### config.mk
export PLATFORM = sky130hd
export DESIGN_NAME = uart_rx_ctrl
export DESIGN_NICKNAME = d
export VERILOG_FILES = /design/src/rtl/uart_rx_ctrl.sv
export SDC_FILE = /design/constraint.sdc
export NUM_CORES = 1
export LEC_CHECK = 0
export CORE_ASPECT_RATIO = 0.8
export CORE_UTILIZATION = 45
export DETAILED_ROUTE_END_ITERATION = 8
export DONT_BUFFER_PORTS = 1
export GPL_TIMING_DRIVEN = 1
export PLACE_DENSITY_LB_ADDON = 0.05
export SKIP_CTS_REPAIR_TIMING = 1
export SLEW_MARGIN = 25
export SYNTH_ARGS = -nofsm -noshare
export SYNTH_HDL_FRONTEND = slang
export SYNTH_SLANG_ARGS = --single-unit
export TNS_END_PERCENT = 100
### constraint.sdc
create_clock -name clk -period 2.2 [get_ports clk]
set_input_delay 0.55 -clock clk [delete_from_list [all_inputs] [get_ports clk]]
set_output_delay 0.55 -clock clk [all_outputs]
set_load 0.01 [all_outputs]
### src/rtl/uart_rx_ctrl.sv
// uart_rx_ctrl: receive-side UART frame controller.
//   Detects a start bit on the synchronized serial line, samples each bit
//   three times around its centre (ticks 7/8/9), resolves it by majority and
//   assembles DATA_BITS data bits LSB first, followed by one stop bit.
// Ports:
//   clk, rst_n   - system clock, asynchronous active-low reset
//   sample_tick  - one-clk strobe, OVERSAMPLE per bit period
//   rx           - raw serial line (asynchronous, idle high)
//   rx_data      - last good byte, held until the next good frame
//   rx_valid     - one-clk pulse when rx_data is updated
//   frame_err    - one-clk pulse when the stop bit resolves to 0
//   busy         - high whenever the FSM is not idle
module uart_rx_ctrl #(
   parameter int DATA_BITS  = 8,
   parameter int OVERSAMPLE = 16
) (
   input  logic                 clk,
   input  logic                 rst_n,
   input  logic                 sample_tick,
   input  logic                 rx,
   output logic [DATA_BITS-1:0] rx_data,
   output logic                 rx_valid,
   output logic                 frame_err,
   output logic                 busy
);
   localparam int          IDX_W     = $clog2(DATA_BITS + 1);
   localparam logic [3:0]  LAST_TICK = 4'(OVERSAMPLE - 1);
   localparam logic [IDX_W-1:0] LAST_BIT = IDX_W'(DATA_BITS - 1);

   typedef enum logic [1:0] {IDLE, START, DATA, STOP} state_t;

   state_t               state;
   logic                 rx_m, rx_s;
   logic [3:0]           tick_cnt;
   logic [IDX_W-1:0]     bit_idx;
   logic                 s0, s1, s2;
   logic [DATA_BITS-1:0] shreg;
   logic                 maj, maj_stop;

   assign maj      = (s0 & s1) | (s1 & s2) | (s0 & s2);
   // Stop decision is taken on the tick that would capture s2, so the live
   // synchronized line stands in for s2.
   assign maj_stop = (s0 & s1) | (s1 & rx_s) | (s0 & rx_s);

   // Two-flop synchronizer; resets to the idle (high) line level.
   always_ff @(posedge clk or negedge rst_n) begin
      if (!rst_n) begin
         rx_m <= 1'b1;
         rx_s <= 1'b1;
      end else begin
         rx_m <= rx;
         rx_s <= rx_m;
      end
   end

   always_ff @(posedge clk or negedge rst_n) begin
      if (!rst_n) begin
         state     <= IDLE;
         tick_cnt  <= '0;
         bit_idx   <= '0;
         s0        <= 1'b0;
         s1        <= 1'b0;
         s2        <= 1'b0;
         shreg     <= '0;
         rx_data   <= '0;
         rx_valid  <= 1'b0;
         frame_err <= 1'b0;
         busy      <= 1'b0;
      end else begin
         rx_valid  <= 1'b0;
         frame_err <= 1'b0;
         if (sample_tick) begin
            tick_cnt <= tick_cnt + 4'd1;   // wraps 15 -> 0 at end of bit
            if (tick_cnt == 4'd7) s0 <= rx_s;
            if (tick_cnt == 4'd8) s1 <= rx_s;
            if (tick_cnt == 4'd9) s2 <= rx_s;
            case (state)
               IDLE: begin
                  if (!rx_s) begin
                     // this tick is tick 0 of the start bit
                     state    <= START;
                     tick_cnt <= 4'd1;
                     busy     <= 1'b1;
                  end else begin
                     tick_cnt <= '0;
                  end
               end
               START: begin
                  if (tick_cnt == LAST_TICK) begin
                     if (maj) begin
                        state <= IDLE;       // false start, no pulse
                        busy  <= 1'b0;
                     end else begin
                        state   <= DATA;
                        bit_idx <= '0;
                     end
                  end
               end
               DATA: begin
                  if (tick_cnt == LAST_TICK) begin
                     shreg   <= {maj, shreg[DATA_BITS-1:1]};
                     bit_idx <= bit_idx + 1'b1;
                     if (bit_idx == LAST_BIT) state <= STOP;
                  end
               end
               STOP: begin
                  // Decide at mid-stop so a start edge right after the stop
                  // bit is seen from IDLE.
                  if (tick_cnt == 4'd9) begin
                     state    <= IDLE;
                     tick_cnt <= '0;
                     busy     <= 1'b0;
                     if (maj_stop) begin
                        rx_data  <= shreg;
                        rx_valid <= 1'b1;
                     end else begin
                        frame_err <= 1'b1;
                     end
                  end
               end
               default: state <= IDLE;
            endcase
         end
      end
   end
endmodule
==> summary.md <==
| Metric | Value |
|---|---|
| Outcome | finished, final reports clean |
| Final Non-Filler Cells | 191 |
| Unique masters post-synth | 42 |
| Async SR Flop Fraction | 1.00 |
| WP data arrival | 1.92 ns |
| Post-synth net total | 159 |
| Reg-to-reg critical path startpoint | state[0] |
| WL final | around 3000 um |
| Worst-margin pin slew | 0.482 ns |
| Final Cycle Share | 0.802 |
| Gr usage total | 0.170 |
| R2r worst-path depth | 6 |
| NumNets Final | 161 |
| Hold Path Class | in -> async |
| Sequential area share after synthesis | 0.497 |
| ANT nets after route | 0 |
| GPL Wtd Cong | 0.798 |
| Setup TNS | 0 ns |
| Kind of critical path | reg -> reg |
| Hold Vio Cnt, Final | 0 |
| Starting density of the core | 0.484 |
| Die Span X | 71.0 um |
| Initial antenna violation count | 0 |
| Avg WL per Cell | 16.2 um |
| Via count | about 1100 |
| Number of buffers created by CTS | 5 |
| DIE AREA | 4060 um2 |
| Syn_area_per_cell | 11.7 um2 |
| Layout Skew | 0.0123 ns |
| Slew Limit Headroom | 0.678 |
| Layout cells sized above 1 | 0.221 |
| DIE HEIGHT | ~57 um |
| Final HPWL DP | 2140 um |
| Syn Std Cell Area | ~1700 um2 |
| # IOs | 15 |
| Setup ws final | 0.436 ns |
| Power share of the clock group | 0.244 |
| GRT overflow | 0 |
| FMAX | 0.567 GHz |
| YS warnings | 0 |
| Setup crit start | state[0] |
| P&R area growth vs syn | 7.22% |
| Filler Cells Inserted | 300 |
| Vias in the first global route | 1099 |
| Post-synthesis register bit count | 34 |
| Critical path endpoint category | register |
| Gate power share | 0.316 |
| DR pass1 iterations | 4 |
| Area of the multi-input gates | 792 um2 |
| Post-synth EDFFs | 0 |
| CTS tree | yes |
| Initial DRC Count | 24 |
| Count of input and output buffers | 0 |
| Mapped Cells | about 150 |
| Leak | 0.000893 uW |
| # setup viols final | 0 |
| First-pass GRT wire length | between 5000 and 6000 um |
| Crit-path max FO | 10 |
| Sequential power share | 0.440 |
| IR drop worst, VDD | 0.514 mV |
| CTS H-tree depth | 2 |
| Tmin final | around 1.8 ns |
| RSZ-0062 raised after global routing | false |
| Skew-Pair Late Insertion Delay | 0.28 ns |
| Worst-path clk slew | about 0.07 ns |
| FF/Latch Area | 853 um2 |
| Ant diodes | 0 |
| PwrDens | 1040 nW/um2 |
| Internal | 1210 uW |
| DP Cell Count | 182 |
| Switching power | 693 uW |
| Vias/cell | 5.70 |
| Pins Over Slew Limit | 0 |
| MaxCap Viol Count | 0 |
| WP data required | 2.36 ns |
| Root Driver | clkbuf_8 |
| Core area | around 3500 um2 |
| FP Rows | 19 |
| Clock Sinks | 34 |
| Place WS | between 0.4 and 0.5 ns |
| Switching portion of total power | 0.364 |
| Design Power | 1910 uW |
| Startpoint Class | register |
| Drt drc | 0 |
| Largest net degree at the start of global routing | 35 |
| Primary FF master, synth | dfrtp_1 |
| Longest Clk Path Bufs | 2 |
-- cells by family (layout without fill, tap and decap cells) --
| logic type | count (synthesis) | after routing | synth area share |
|---|---|---|---|
| DFF | 34 | 34 | 0.497 |
| xor gates and xnor gates | 2 | 2 | 0.0102 |
| buffers and inverters | 14 | 17 | 0.0408 |
| adders and majority gates | 11 | 11 | 0.0780 |
| muxes | 21 | 21 | 0.135 |
| AOI/OAI and AO/OA | 26 | 26 | 0.103 |
| and+or+nand+nor | 38 | 38 | 0.136 |
-- per-stage QoR --
stage / area (um2) / hold slack, ns / util
3_5_place_dp: 1730 / 0.255 / 0.488
3_3_place_gp: 1730 / 0.255 / 0.488
6_report: 1840 / 0.0806 / 0.519
5_1_grt: 1840 / 0.0889 / 0.519
4_1_cts: 1820 / -0.0548 / 0.514
2_1_floorplan: 1720 / 0.254 / -
-- layout make-up --
cell class / count / area share
clock buffer: 7 / 0.0469
clock inverter: 1 / 0.00272
inverter: 8 / 0.0163
multi-input combinational: 98 / 0.431
sequential: 34 / 0.464
tap: 42 / 0.0286
timing repair buffer: 1 / 0.0109
-- placed cells by master (no fill, tap or decap), types with 2 or more instances in the layout --
cell / netlist / final
dfrtp_1: 32 / 32
nand2_1: 11 / 11
dfstp_2: 2 / 2
o21ai_0: 4 / 4
ha_1: 9 / 9
nor2_1: 8 / 8
clkbuf_8: 0 / 6
nand2b_1: 4 / 4
o211ai_1: 2 / 2
nand4b_1: 4 / 4
mux2i_1: 4 / 4
nand3_1: 2 / 2
inv_1: 8 / 8
mux2_2: 17 / 17
xor2_1: 2 / 2
a21oi_1: 7 / 7
a211oi_1: 2 / 2
-- cells in the mapped netlist (4+ instances only) --
master    instances  share of area
dfrtp_1          32           0.47
mux2_2           17           0.11
nand2_1          11          0.024
ha_1              9          0.066
inv_1             8          0.018
nor2_1            8          0.018
a21oi_1           7          0.020
mux2i_1           4          0.023
nand2b_1          4          0.015
nand4b_1          4          0.020
o21ai_0           4          0.012
-- flip-flops by register name, indices dropped and copies added, names as in the netlist, named ones only --
name and flops:
state 1, s2 1, rx_data 8, busy 1
rx_m 1, s0 1, bit_idx 4, rx_valid 1
s1 1, rx_s 1, tick_cnt 4, shreg 8
frame_err 1
-- power by group through the flow --
stage	Clock, uW	Sequential (uW)	Combinational, uW
floorplan	0	793	522
global placement	0	843	556
detailed placement	0	851	577
CTS	482	838	580
global route	513	856	672
finish	465	839	602
-- worst max-delay path, stage by stage (launching register included) --
cell and delay, ns:
dfrtp_1 0.42, inv_1 0.15, ha_1 0.44, inv_1 0.17, nand2_1 0.10, a21oi_1 0.07, a211o_1 0.29
-- per-layer routing --
layer	global-route usage	routed length [um]
met5	0	0
met4	0.0800	39
met3	0.0459	111
met2	0.250	1350
met1	0.234	1590
-- worst paths after layout --
| check | end | slack (ns) |
|---|---|---|
| hold reg to reg | rx_s | 0.36 |
| min in group clk | rx_m | 0.27 |
| max in group asynchronous | tick_cnt[2] | 1.93 |
| setup reg to reg | bit_idx[2] | 0.44 |
| setup / recovery | bit_idx[2] | 0.44 |
| hold / removal | s1 | 0.08 |
Note: power is estimated with default switching activity, not from simulation.
